$ cat config.mk
export PLATFORM = sky130hd
export DESIGN_NAME = mem_port_arbiter
export DESIGN_NICKNAME = d
export VERILOG_FILES = /design/src/rtl/mem_port_arbiter_pkg.sv /design/src/rtl/mem_port_arbiter_starve_counter.sv /design/src/rtl/mem_port_arbiter.sv
export SDC_FILE = /design/constraint.sdc
export NUM_CORES = 1
export LEC_CHECK = 0
export CORE_UTILIZATION = 30
export CTS_CLUSTER_SIZE = 20
export DETAILED_ROUTE_END_ITERATION = 6
export HOLD_SLACK_MARGIN = 0.06
export PLACE_DENSITY = 0.75
export SLEW_MARGIN = 5
export SYNTH_ARGS = -nofsm -noshare
export SYNTH_HDL_FRONTEND = slang
export SYNTH_SLANG_ARGS = --single-unit
$ cat constraint.sdc
create_clock -name clk -period 2 [get_ports clk]
set_input_delay 0.2 -clock clk [delete_from_list [all_inputs] [get_ports clk]]
set_output_delay 0.2 -clock clk [all_outputs]
set_load 0.05 [all_outputs]
$ cat src/rtl/mem_port_arbiter_pkg.sv
// Shared constants, grant-select encoding and the arbitration rule for the
// unified-memory port arbiter.
package mem_port_arbiter_pkg;

  localparam int MEM_ADDR_W   = 32;
  localparam int MEM_DATA_W   = 32;
  localparam int STARVE_CNT_W = 4;

  // Which requester owns the memory port this cycle.
  typedef enum logic [1:0] {
    GNT_NONE = 2'b00,
    GNT_IF   = 2'b01,
    GNT_DM   = 2'b10
  } gnt_sel_e;

  // DM has fixed priority unless IF has been denied long enough to hit the
  // starvation limit, in which case IF wins the conflict.
  function automatic gnt_sel_e arbitrate(input logic if_req,
                                         input logic dm_req,
                                         input logic if_starved);
    gnt_sel_e sel;
    sel = GNT_NONE;
    if (if_req && dm_req) begin
      sel = if_starved ? GNT_IF : GNT_DM;
    end else if (dm_req) begin
      sel = GNT_DM;
    end else if (if_req) begin
      sel = GNT_IF;
    end
    return sel;
  endfunction

endpackage

$ cat src/rtl/mem_port_arbiter_starve_counter.sv
// Saturating counter of consecutive denied IF cycles. Counts up on inc,
// clears on clr (clr wins), stops at max and never wraps.
module arb_starve_counter
  import mem_port_arbiter_pkg::*;
(
  input  logic                    clk,
  input  logic                    rst_n,
  input  logic                    inc,
  input  logic                    clr,
  input  logic [STARVE_CNT_W-1:0] max,
  output logic                    at_max
);

  logic [STARVE_CNT_W-1:0] cnt;

  // Count denied cycles, saturating at max.
  always_ff @(posedge clk or negedge rst_n) begin
    // NOTE: sequential state uses non-blocking assignments so every flop
    // samples pre-edge values regardless of block evaluation order.
    if (!rst_n) begin
      cnt <= '0;
    end else if (clr) begin
      cnt <= '0;
    end else if (inc && (cnt < max)) begin
      cnt <= cnt + 1'b1;
    end
  end

  assign at_max = (cnt == max);

endmodule

$ cat src/rtl/mem_port_arbiter.sv
// Shares one single-port memory (combinational read, clocked write) between
// the instruction-fetch (read-only) and data (read/write) requesters. At most
// one access is granted per cycle; read data returns one cycle later.
module mem_port_arbiter
  import mem_port_arbiter_pkg::*;
#(
  parameter int ADDR_W     = MEM_ADDR_W,
  parameter int DATA_W     = MEM_DATA_W,
  parameter int STARVE_MAX = 4
) (
  input  logic              clk,
  input  logic              rst_n,
  // instruction fetch
  input  logic              if_req,
  input  logic [ADDR_W-1:0] if_addr,
  output logic              if_gnt,
  output logic              if_rvalid,
  output logic [DATA_W-1:0] if_rdata,
  // data
  input  logic              dm_req,
  input  logic              dm_we,
  input  logic [ADDR_W-1:0] dm_addr,
  input  logic [DATA_W-1:0] dm_wdata,
  output logic              dm_gnt,
  output logic              dm_rvalid,
  output logic [DATA_W-1:0] dm_rdata,
  // memory side
  output logic [ADDR_W-1:0] mem_addr,
  output logic              mem_we,
  output logic [DATA_W-1:0] mem_wdata,
  input  logic [DATA_W-1:0] mem_rdata
);

  localparam logic [STARVE_CNT_W-1:0] STARVE_MAX_C = STARVE_CNT_W'(STARVE_MAX);

  gnt_sel_e gnt_sel;
  logic     if_starved;
  logic     dm_rd;

  // Starvation tracking: count cycles IF asks but loses; any IF grant or an
  // idle IF cycle restarts the count.
  arb_starve_counter u_starve (
    .clk    (clk),
    .rst_n  (rst_n),
    .inc    (if_req & ~if_gnt),
    .clr    (if_gnt | ~if_req),
    .max    (STARVE_MAX_C),
    .at_max (if_starved)
  );

  // Same-cycle grant decision; held at no-grant while reset is asserted.
  always_comb begin
    // NOTE: assign every always_comb output a default first so no path
    // leaves it unassigned and infers a latch.
    gnt_sel = GNT_NONE;
    if (rst_n) begin
      gnt_sel = arbitrate(if_req, dm_req, if_starved);
    end
  end

  assign if_gnt = (gnt_sel == GNT_IF);
  assign dm_gnt = (gnt_sel == GNT_DM);
  assign dm_rd  = dm_gnt & ~dm_we;

  // Steer the memory port to the granted requester; idle port reads word 0.
  always_comb begin
    mem_addr  = '0;
    mem_we    = 1'b0;
    mem_wdata = '0;
    case (gnt_sel)
      GNT_IF: begin
        mem_addr = if_addr;
      end
      GNT_DM: begin
        mem_addr  = dm_addr;
        mem_we    = dm_we;
        mem_wdata = dm_wdata;
      end
      default: ;
    endcase
  end

  // IF read response: one-cycle valid pulse; data holds until the next IF read.
  always_ff @(posedge clk or negedge rst_n) begin
    if (!rst_n) begin
      if_rvalid <= 1'b0;
      if_rdata  <= '0;
    end else begin
      if_rvalid <= if_gnt;
      if (if_gnt) begin
        if_rdata <= mem_rdata;
      end
    end
  end

  // DM read response: reads only; writes produce no valid pulse.
  always_ff @(posedge clk or negedge rst_n) begin
    if (!rst_n) begin
      dm_rvalid <= 1'b0;
      dm_rdata  <= '0;
    end else begin
      dm_rvalid <= dm_rd;
      if (dm_rd) begin
        dm_rdata <= mem_rdata;
      end
    end
  end

endmodule

### Word-level counts from Yosys, hierarchy flattened

Index checks and enable logic that the tools add are counted.

* add/sub/neg operators: 1
* $mul: 0
* div/mod/pow operators: 0
* $lt $le $gt $ge: 1
* equal/unequal tests: 3
* shift operators: 0
* multiplexer cells: 10
* bitwise gates (word level): 6
* reductions and logical operators: 3

Operator list (number)
* one-hot mux 32 bit (2 select lines): 1
* 2-to-1 mux 32 bit: 1
* 2-to-1 mux 2 bit: 4
* 2-to-1 mux 4 bit: 2
* adder 4 x 1 -> 4 bit, second input constant: 1
* == test 4 x 3 -> 1 bit, second input constant: 1
* < comparator 4 x 3 -> 1 bit, second input constant: 1
* NOT 1 bit: 3
* bitwise AND 1 bit: 2
* == test 2 x 1 -> 1 bit, second input constant: 1
* == test 2 bit, second input constant: 1
* logical AND 1 bit: 2
* 2-to-1 mux 1 bit: 2
* nonzero test 2 bit: 1
* OR 1 bit: 1

* bits in registers: 70
* latch bits: 0
* memory bits (writable): 0
* ROM bits: 0
* input port bits: 133
* output and inout port bits: 133
* memories kept: 0

### Longest topological paths before layout

Gate-level depths: netlist of run 1.

* depth after elaboration: 10
* depth in mapped cells: 10
* depth with buffers taken out: 10

### By module

Synthesis of run 1 repeated with hierarchy kept, for this count alone.

* cell total of the unflattened synthesis: 334
* area, all modules: 3608.5 sq um

Modules (own cells, without submodules)
* mem_port_arbiter: instances 1, cells an instance 300, area each 3291.9 sq um, seq. area each 1651.6 sq um
* arb_starve_counter: instances 1, cells an instance 34, area each 316.6 sq um, seq. area each 100.1 sq um

### Least setup slack after synthesis of run 1

Ideal clock, no wire load.

* path kind: register to output
* start: reg u_starve.cnt[0]
* end: out mem_addr[11]
* data arrival time: 2.460 ns
* required time: 1.800 ns
* slack: -0.660 ns
* cell stages (with the launch flop): 11
* buffers on the path: 2
* cell sequence: dfrtp_1 > inv_1 > ha_1 > nand2_1 > a21boi_0 > and2_1 > ha_1 > buf_2 > buf_1 > a22oi_1 > nor2_1

* longest elaborated chain between the ends: 6
* elaborated cells on any way between the ends: 7
* those cells by class: eq/ne (3); mux (4)

RTL lines
* start, declared: line mem_port_arbiter_starve_counter.sv:14 `logic [STARVE_CNT_W-1:0] cnt;`
* start signal, assigned: line mem_port_arbiter_starve_counter.sv:25 `cnt <= cnt + 1'b1;`
* == test 4 x 3 -> 1 bit (*): line mem_port_arbiter_starve_counter.sv:29 `assign at_max = (cnt == max);`
* 2-to-1 mux 2 bit (*): line mem_port_arbiter_pkg.sv:24 `sel = if_starved ? GNT_IF : GNT_DM;`
* 2-to-1 mux 2 bit (*): line mem_port_arbiter_pkg.sv:23 `if (if_req && dm_req) begin`
* 2-to-1 mux 2 bit (*): line mem_port_arbiter.sv:56 `if (rst_n) begin`
* == test 2 bit or == test 2 x 1 -> 1 bit (tied branches): line mem_port_arbiter.sv:70 `case (gnt_sel)`
* one-hot mux 32 bit (2 select lines) (*): line mem_port_arbiter.sv:70
* end, declared: line mem_port_arbiter.sv:28 `output logic [ADDR_W-1:0] mem_addr,`

Mark *: on every way between the ends. The rest lies on a longest branch, timed or not.

### Worst setup path in the final report of run 1

* start: reg u_starve.cnt[0]
* end: out mem_addr[22]

Same word-level chain as after synthesis.

==> results of run 1 <==
==> worst paths after layout <==
kind                                               endpoint  slack, ns                   startpoint
worst max-delay path                           mem_addr[22]      -0.29  u_starve.cnt[0]$_DFFE_PN0P_
worst min-delay path                if_rdata[4]$_DFFE_PN0N_       0.13                        rst_n
worst max register to register     if_rdata[14]$_DFFE_PN0N_      -0.23  u_starve.cnt[0]$_DFFE_PN0P_
worst min register to register     if_rdata[29]$_DFFE_PN0N_       0.51     if_rdata[29]$_DFFE_PN0N_
max in group asynchronous          dm_rdata[28]$_DFFE_PN0P_       1.30                        rst_n
min in group clk                u_starve.cnt[1]$_DFFE_PN0P_       0.32                        rst_n
==> registers in the layout, summed over array words and instances, names as in the netlist <==
name          flops
dm_rdata         32
if_rvalid         1
if_rdata         32
u_starve.cnt      4
dm_rvalid         1
==> what timing repair did <==
| action | in CTS | in global routing |
|---|---|---|
| setup endpoints to repair | 97 | 100 |
| gates cloned | 5 | 3 |
| hold endpoints to repair | 3 | 0 |
| hold buffers | 1 | 0 |
| pin swaps | 40 | 10 |
| resized for setup | 57 | 54 |
| setup buffers | 16 | 9 |
==> critical path: cells and delay by family, from the launching register on <==
family	cells	cell delay [ns]
AOI/OAI and AO/OA	2	0.24
buffers and inverters	4	0.48
and+or+nand+nor	3	0.34
DFF	1	0.40
adders and majority gates	2	0.30
==> logic make-up (layout without fill, tap and decap cells) <==
kind of cell / count (synthesis) / in the layout
adder cells (fa/ha/maj): 4 / 4
AO/OA/AOI/OAI: 40 / 40
flip-flops: 70 / 70
AND/OR/NAND/NOR: 83 / 83
buffers and inverters: 25 / 336
multiplexers: 64 / 64
==> cells in the mapped netlist, types with 2 or more instances <==
library cell,n
a22oi_1,32
and2_1,35
buf_12,3
buf_2,4
buf_4,3
clkbuf_1,8
dfrtp_1,70
ha_1,4
inv_1,6
mux2_2,35
mux2_4,29
nand2_1,5
nor2_1,36
nor2b_1,2
o21ai_0,2
==> layout make-up <==
type	count	area, sq um
repair buffers	314	4050
fillers	711	2840
multi-input cells	191	2320
flip-flops and latches	70	1750
clock buffers	11	253
well taps	143	179
clock inverters	5	56.3
inverters	6	22.5
==> power groups by stage <==
| stage | registers, uW | logic, uW | clock network (uW) |
|---|---|---|---|
| after floorplan | 2860 | 781 | 0 |
| after global routing | 1910 | 3430 | 1710 |
| after detailed placement | 1880 | 3070 | 0 |
| after CTS | 1860 | 3190 | 1660 |
| after global placement | 1860 | 3040 | 0 |
| final | 1870 | 3320 | 1640 |
==> routing by layer <==
metal	track usage (%)	routed length [microns]	part of all wire [%]	vias to the layer above
met1	25.9	5550	37	1758
met4	9.33	401	2.7	0
met2	45.3	8150	55	149
met5	0	0	0	-
li1	-	-	-	1610
met3	4.88	785	5.3	28
==> metrics by stage <==
stage / setup TNS (ns) / setup WS, ns / power (uW) / hold WS [ns]
floorplan: -0.518 / -0.0204 / 3640 / -0.0956
global placement: -0.866 / -0.0444 / 4900 / 0.0223
detailed placement: -3.59 / -0.0771 / 4950 / 0.0219
CTS: -18.44 / -0.324 / 6710 / 0.175
global route: -27.38 / -0.383 / 7050 / 0.205
finish: -19.55 / -0.289 / 6830 / 0.130
==> run_results.csv, run 1 <==
group,metric,value,unit
hold_path,hp-class,"input pin to asynchronous set/reset pin",
worst_setup_path,required,1.80,ns
placement,dp.cells,700,
synthesis,yosysWarnings,0,
cells_and_area,n_antenna_cell,0,
synthesis,async_reset_ff_share,100,%
synthesis,synth-compound-area-share,8.39,%
synthesis,synth_area_leader_cell,"dfrtp_1",
drt,first_pass_iters,4,
clock_network,h-tree-depth,3,
cells_and_area,final_common_cell,"clkdlybuf4s50_1",
synthesis,ys_top_cells_by_area,"dfrtp_1 50%, mux2_4 12%, mux2_2 11%, a22oi_1 6.8%, and2_1 6.2%",
cells_and_area,finalNetCount,729,
pwr,p_int,4240,uW
worst_setup_path,cp.arrival,2.09,ns
worst_setup_path,reg2reg_depth,13,
clock_network,cts_buffer_depth,2,
pwr,seqPwrFrac,27.4,%
timing,setup_violations,100,
synthesis,syn_area_per_cell,12.4,sq um
synthesis,synth_top_family_by_area,"multiplexers",
synthesis,syn_inst,286,
grt,grtUsageTotal,24.0,%
worst_setup_path,critPathKind,"register to output pin",
cells_and_area,stdcell_count,740,
timing,maxSlewViolCount,0,
grt,grt_max_degree,68,
grt,grt_pass1_vias,3982,
job,cap_violations,0,
synthesis,ys_seq_area_share,49.5,%
synthesis,synth_area,0.00354,sq mm
drt,antenna_left,0,
worst_setup_path,critPathCaptureType,"output pin",
floorplanning,start_util,30.8,%
clock_network,clk_latency,0.33,ns
worst_setup_path,crit_chain,"inv_2 > ha_4 > nand2_2 > a21boi_2 > and2_4 > ha_4 > buf_6 > buf_16 > a22oi_2 > nor2_4 > buf_12",
synthesis,synth_nets,423,
floorplanning,num_rows,39,
floorplanning,die_area,0.0122,sq mm
pwr,p_clk_share,24.0,%
worst_setup_path,cp-start-kind,"register",
floorplanning,die_height,111,microns
pwr,vdd_ir_drop_max,0.837,mV
timing,max_slew_margin,43.3,%
timing,hold_viol,0,
synthesis,synth_xor_area_share,0,%
timing,layout_worst_path_cycle_share,114,%
floorplanning,core_area,0.0115,sq mm
drt,drc,0,
worst_setup_path,critical_path_peak_fanout,6,
drt,vias_per_cell,4.79,
synthesis,synth_edf_count,0,
pwr,swShare,37.9,%
timing,fmax,437,MHz
timing,worst_slew_pin_slew,0.851,ns
floorplanning,io_pins,266,
synthesis,yosys.area_share.simple,12.7,%
synthesis,synth_seq_cells,70,
worst_setup_path,cp_slowest_cell,"dfrtp_1",
pwr,p_comb_share,48.6,%
timing,skew,0.00424,ns
grt,grt_pass1_wl,22700,microns
drt,vias,3545,
grt,antenna_found_initial,0,
synthesis,synth_top_area_share,49.5,%
cells_and_area,stdcell_area,0.00863,sq mm
timing,min_period,2.29,ns
grt,grt-ovfl-total,0,
cells_and_area,syn_to_final_growth,144,%
floorplanning,die_x,111,microns
drt,drtIter0Drc,156,
cells_and_area,drive_gt1_share,52.4,%
drt,wl_per_cell,20.1,microns
placement,io_buffers,265,
worst_setup_path,critPathMostFrequentCell,"ha_4",
clock_network,cts_tree,"built",
clock_network,cts.clk_slew.worst_paths,0.06,ns
placement,hpwl,10400,microns
synthesis,synth_fa_ha_area_share,1.42,%
status,violations,"negative setup slack",
synthesis,ys_types,27,
pwr,p_leak,0.00352,uW
pwr,p_sw,2590,uW
cells_and_area,final_util,75.3,%
placement,dpl-instance-area,0.00757,sq mm
synthesis,muxShareOfSynthArea,23.5,%
timing,rsz0062_at_grt,"true",
clock_network,clk_root_buffer_cell,"clkbuf_16",
worst_setup_path,max_stage_delay,0.40,ns
pwr,powerDensity,791,mW/mm^2
drt,drt-total-wl,14900,microns
cells_and_area,mostFrequentLayoutCells,"197 x clkdlybuf4s50_1, 81 x buf_12, 70 x dfrtp_1, 61 x mux2_4, 34 x and2_4",
placement,place_congestion,0.798,
clock_network,clock_sinks,70,
timing,worst_slack,-0.289,ns
synthesis,synth_flop_cell,"dfrtp_1",
status,status,"complete, but fails checks",
clock_network,cts_made_buffers,9,
No activity file was read; power rests on OpenSTA's default activity.
==> run 2: changes to the inputs <==
PLACE_DENSITY = 0.73   (was 0.75)
clock period = 2.4 ns   (was 2 ns; I/O delays follow)
==> run 2 against run 1 <==
Net effect: the flow now finishes without violations; worst setup slack better by 0.35 ns; utilization down 5.8 points; non-clock buffer count down 21; critical path depth down 2; global-route usage down 2.9 points; clock-buffer cell count unchanged; critical path type unchanged; largest cell class unchanged; largest power group unchanged.
==> run_results.csv, run 2 (same netlist as run 1, synthesis figures left out) <==
group,metric,value,unit
worst_setup_path,critPathKind,"register to output pin",
pwr,vdd_ir_drop_max,0.556,mV
pwr,seqPwrFrac,27.1,%
drt,first_pass_iters,4,
worst_setup_path,crit_chain,"buf_4 > buf_4 > nand4b_2 > nand3_4 > ha_4 > buf_12 > a22oi_1 > nor2_4 > buf_12",
pwr,powerDensity,723,mW/mm^2
worst_setup_path,timing.rr.end,"if_rdata[17]$_DFFE_PN0N_",
pwr,p_leak,0.00322,uW
floorplanning,io_pins,266,
worst_setup_path,path_buf_inv,4,
cells_and_area,drive_gt1_share,41.8,%
floorplanning,start_util,30.8,%
floorplanning,die_x,111,microns
drt,wl_per_cell,18.6,microns
grt,antenna_found_initial,0,
placement,io_buffers,265,
placement,dp.cells,688,
status,status,"finished, final reports clean",
cells_and_area,stdcell_count,719,
worst_setup_path,max_stage_delay,0.42,ns
drt,antenna_left,0,
hold_path,hp-class,"input pin to asynchronous set/reset pin",
clock_network,cts.clk_slew.worst_paths,0.06,ns
pwr,p_clk_share,28.5,%
drt,drc,0,
clock_network,h-tree-depth,3,
timing,fmax,428,MHz
cells_and_area,final_common_cell,"clkdlybuf4s50_1",
worst_setup_path,critical_path_peak_fanout,20,
grt,grtUsageTotal,21.1,%
worst_setup_path,critPathTopFamily,"buffers and inverters",
drt,drtIter0Drc,135,
pwr,power,5760,uW
timing,whs,0.169,ns
cells_and_area,n_antenna_cell,0,
placement,place_congestion,0.808,
timing,maxSlewViolCount,0,
cells_and_area,mostFrequentLayoutCells,"197 x clkdlybuf4s50_1, 73 x buf_12, 69 x dfrtp_1, 35 x mux2_2, 31 x nor2_4",
grt,grt_max_degree,62,
worst_setup_path,cp_slowest_cell,"dfrtp_1",
cells_and_area,top_regs,"dm_rdata: 32 flops, if_rdata: 32 flops, u_starve.cnt: 4 flops",
job,cap_violations,0,
clock_network,cts_made_buffers,9,
worst_setup_path,reg2reg_depth,9,
grt,grt_pass1_vias,3605,
placement,hpwl,9880,microns
worst_setup_path,cp.arrival,2.10,ns
timing,rsz0062_at_grt,"true",
clock_network,cts_buffer_depth,2,
clock_network,cts_tree,"built",
timing,worst_slew_pin_slew,0.771,ns
floorplanning,num_rows,39,
cells_and_area,finalNetCount,708,
floorplanning,die_area,0.0122,sq mm
floorplanning,die_height,111,microns
timing,max_slew_margin,48.6,%
pwr,swShare,36.1,%
worst_setup_path,rr_startpoint,"u_starve.cnt[2]$_DFFE_PN0P_",
clock_network,clk_root_buffer_cell,"clkbuf_16",
worst_setup_path,cp-start-kind,"register",
worst_setup_path,required,2.16,ns
timing,skew,0.00433,ns
pwr,p_sw,2080,uW
timing,min_period,2.34,ns
grt,grt-ovfl-total,0,
timing,hold_viol,0,
clock_network,clock_sinks,70,
worst_setup_path,critPathCaptureType,"output pin",
drt,vias,3409,
drt,vias_per_cell,4.74,
pwr,p_comb_share,44.4,%
clock_network,clk_latency,0.32,ns
pwr,p_int,3680,uW
floorplanning,core_area,0.0115,sq mm
cells_and_area,syn_to_final_growth,125,%
cells_and_area,n_fill_cell,801,
grt,grt_pass1_wl,20200,microns
drt,drt-total-wl,13400,microns
worst_setup_path,rrSetupSlack,0.21,ns
timing,setup_violations,0,
timing,layout_worst_path_cycle_share,97.4,%
-- run 2: changes by cell type in the layout (fill, tap and decap cells not counted), sizes merged --
cell,delta
buf,-21
clkinv,-2
clkinvlp,-1
bufinv,+3
-- run 2: final cells by class --
cell class | instances | area [sq um] | share of cell area (%)
inverters | 6 | 22.5 | 0.283
clock inverters | 5 | 129 | 1.62
flip-flops and latches | 70 | 1750 | 22.0
well taps | 143 | 179 | 2.25
multi-input cells | 191 | 1970 | 24.7
repair buffers | 293 | 3670 | 46.1
clock buffers | 11 | 243 | 3.05
-- run 2: per-stage QoR --
| stage | instance area [sq um] | util (%) | setup TNS (ns) | worst slack (ns) |
|---|---|---|---|---|
| after floorplan | 3760 | - | -0.0878 | -0.0878 |
| after global placement | 7290 | 63.5 | 0 | 0.0877 |
| after detailed placement | 7290 | 63.5 | 0 | 0.0190 |
| after CTS | 7770 | 67.7 | 0 | 0.0156 |
| after global routing | 7970 | 69.5 | -0.940 | -0.0442 |
| final | 7970 | 69.5 | 0 | 0.0628 |
-- run 2: what timing repair did --
| item | CTS | global route |
|---|---|---|
| resized for setup | 9 | 32 |
| hold buffers | 1 | 0 |
| setup buffers | 4 | 6 |
| pin swaps | 2 | 6 |
| cloned | 1 | 3 |
| hold endpoints to repair | 9 | 0 |
| endpoints found under the setup margin | 65 | 65 |
-- run 2: worst max path at each step --
stage | start | to | slack [ns] | depth (start not counted)
2_1_floorplan | u_starve.cnt[0]$_DFFE_PN0P_ | mem_addr[11] | -0.09 | 10
3_3_place_gp | dm_req | if_rdata[11]$_DFFE_PN0N_ | 0.09 | 7
3_5_place_dp | u_starve.cnt[0]$_DFFE_PN0P_ | if_rdata[13]$_DFFE_PN0N_ | 0.02 | 9
4_1_cts | u_starve.cnt[0]$_DFFE_PN0P_ | mem_addr[20] | 0.02 | 9
5_1_grt | u_starve.cnt[2]$_DFFE_PN0P_ | mem_addr[19] | -0.04 | 9
6_report | u_starve.cnt[2]$_DFFE_PN0P_ | mem_addr[21] | 0.06 | 9
-- run 2: routing by layer --
metal	global-route usage (%)	vias to the layer above	wire length (microns)
li1	-	1570	-
met1	25.0	1679	5180
met2	37.3	145	7210
met3	5.76	15	814
met4	5.69	0	184
met5	0	-	0
-- run 2: power groups by stage --
stage          combinational [uW]  sequential [uW]  clock [uW]
2_1_floorplan                 608             2380           0
3_3_place_gp                 2440             1570           0
3_5_place_dp                 2470             1580           0
4_1_cts                      2510             1560        1660
5_1_grt                      2640             1590        1720
6_report                     2560             1560        1640
==> run 3: changes to the inputs <==
CORE_UTILIZATION = 34   (was 30)
PLACE_DENSITY = 0.81   (was 0.73)
TNS_END_PERCENT = 50   (was unset)
==> run 3 against run 2 <==
Net effect: the flow now finishes with violations (negative setup slack); via count shrank 1.1%; clock skew grew 0.0050 ns; sequential share of layout area grew 0.41 points; worst setup slack lost 0.11 ns; sequential power is essentially flat; combinational power is essentially flat; clock power shrank 27%; global-route usage grew 3.7 points; critical endpoint is now mem_addr[26].
==> run_results.csv, run 3 (same netlist as run 1, synthesis figures left out) <==
group,metric,value,unit
worst_setup_path,required,2.16,ns
clock_network,clock_sinks,70,
hold_path,hp-class,"input pin to asynchronous set/reset pin",
grt,grt_max_degree,57,
placement,dp.cells,678,
drt,first_pass_iters,4,
drt,vias_per_cell,4.76,
floorplanning,io_pins,266,
placement,place_congestion,0.878,
worst_setup_path,cp-start-kind,"register",
clock_network,cts.clk_slew.worst_paths,0.08,ns
grt,antenna_found_initial,0,
timing,maxSlewViolCount,0,
worst_setup_path,critPathCaptureType,"output pin",
status,status,"complete, but fails checks",
pwr,p_int,3240,uW
cells_and_area,multiInputGateArea,0.00193,sq mm
timing,worst_slack,-0.0429,ns
drt,wl_met2,7540,microns
pwr,seqPwrFrac,29.4,%
worst_setup_path,critical_path_peak_fanout,8,
floorplanning,die_x,104,microns
drt,vias,3371,
worst_setup_path,critPathKind,"register to output pin",
cells_and_area,regArea,0.00175,sq mm
timing,hold_viol,0,
grt,grt_pass1_wl,20600,microns
timing,fmax,409,MHz
clock_network,clk_root_buffer_cell,"clkbuf_8",
job,cap_violations,0,
floorplanning,die_height,104,microns
pwr,p_leak,0.00318,uW
pwr,p_clk_share,22.5,%
placement,hpwl,10500,microns
floorplanning,num_rows,36,
cells_and_area,drive_gt1_share,44.5,%
cells_and_area,top_regs,"dm_rdata: 32 flops, if_rdata: 32 flops, u_starve.cnt: 4 flops",
placement,io_buffers,265,
floorplanning,die_area,0.0108,sq mm
cells_and_area,finalNetCount,707,
cells_and_area,syn_to_final_growth,121,%
clock_network,cts_made_buffers,9,
clock_network,clk_latency,0.35,ns
pwr,p_sw,2050,uW
timing,rsz0062_at_grt,"true",
pwr,vdd_ir_drop_max,0.524,mV
pwr,p_comb_share,48.1,%
grt,grt_pass1_vias,3638,
grt,grt-ovfl-total,0,
drt,drtIter0Drc,161,
pwr,swShare,38.7,%
cells_and_area,n_fill_cell,575,
clock_network,cts_buffer_depth,2,
cells_and_area,stdcell_count,708,
drt,antenna_left,0,
worst_setup_path,cp.arrival,2.20,ns
clock_network,h-tree-depth,3,
timing,min_period,2.44,ns
drt,highest_layer,"met4",
timing,setup_violations,25,
timing,layout_worst_path_cycle_share,102,%
timing,max_slew_margin,53.3,%
status,violations,"negative setup slack",
floorplanning,start_util,35.7,%
drt,drt-total-wl,13900,microns
pwr,powerDensity,677,mW/mm^2
floorplanning,core_area,0.00991,sq mm
timing,skew,0.00933,ns
timing,worst_slew_pin_slew,0.701,ns
cells_and_area,mostFrequentLayoutCells,"197 x clkdlybuf4s50_1, 74 x buf_12, 69 x dfrtp_1, 35 x mux2_2, 30 x and2_4",
drt,wl_met1,5230,microns
drt,wl_met3,914,microns
clock_network,cts_tree,"built",
cells_and_area,n_antenna_cell,0,
drt,wl_per_cell,19.6,microns
grt,grtUsageTotal,24.7,%
drt,drc,0,
cells_and_area,final_common_cell,"clkdlybuf4s50_1",
timing,whs,0.200,ns
-- run 3: critical path, cell delays in order (launching register included) --
cell and delay [ns]:
dfrtp_1 0.40, inv_2 0.08, ha_4 0.16, nand2_2 0.06, a21boi_2 0.16, and2_4 0.18
ha_4 0.24, clkbuf_16 0.19, a22oi_1 0.09, nor2_2 0.15, buf_12 0.15
-- run 3: per-layer routing --
metal	GRT usage [%]	vias to the layer above
met5	0	-
met4	6.12	0
met3	6.83	16
met2	46.8	159
met1	27.1	1623
li1	-	1573
-- run 3: path summary, 6_finish.rpt --
kind / start / to / slack [ns] / depth (start not counted)
hold / removal: rst_n / if_rdata[4]$_DFFE_PN0N_ / 0.20 / 3
setup / recovery: u_starve.cnt[0]$_DFFE_PN0P_ / mem_addr[26] / -0.04 / 10
max in group asynchronous: rst_n / u_starve.cnt[3]$_DFFE_PN0P_ / 1.33 / 3
hold reg to reg: if_rdata[1]$_DFFE_PN0N_ / if_rdata[1]$_DFFE_PN0N_ / 0.51 / 1
min in group clk: rst_n / u_starve.cnt[1]$_DFFE_PN0P_ / 0.44 / 5
setup reg to reg: u_starve.cnt[0]$_DFFE_PN0P_ / u_starve.cnt[3]$_DFFE_PN0P_ / 0.12 / 11
-- run 3: layout make-up --
cell class	instances	share of cell area, %
clock buffers	10	1.76
inverters	6	0.288
clock inverters	6	1.49
repair buffers	292	47.2
well taps	133	2.13
multi-input cells	191	24.7
flip-flops and latches	70	22.4
-- run 3: repair_timing --
item,in CTS,in global routing
pin swaps,5,10
gates cloned,1,3
hold buffers,1,0
endpoints found under the hold margin,14,0
setup buffers,4,5
setup endpoints to repair,65,62
resized for setup,16,39
-- run 3: per-stage QoR --
step                setup slack, ns  TNS [ns]  total power (uW)  area, sq um  util [%]
finish                      -0.0429    -0.608              5290         7820      78.9
detailed placement           0.0523         0              4040         7230      72.9
global route                 -0.112     -4.03              5470         7820      78.9
CTS                         -0.0434   -0.0774              5270         7590      76.6
global placement              0.119         0              3990         7230      72.9
floorplan                    -0.207     -1.48              2970         3690         -
-- run 3: power by group through the flow --
stage / clock [uW] / sequential [uW] / combinational, uW
final: 1190 / 1560 / 2550
after CTS: 1220 / 1560 / 2500
after global routing: 1260 / 1580 / 2630
after detailed placement: 0 / 1570 / 2470
after floorplan: 0 / 2380 / 590
after global placement: 0 / 1560 / 2430
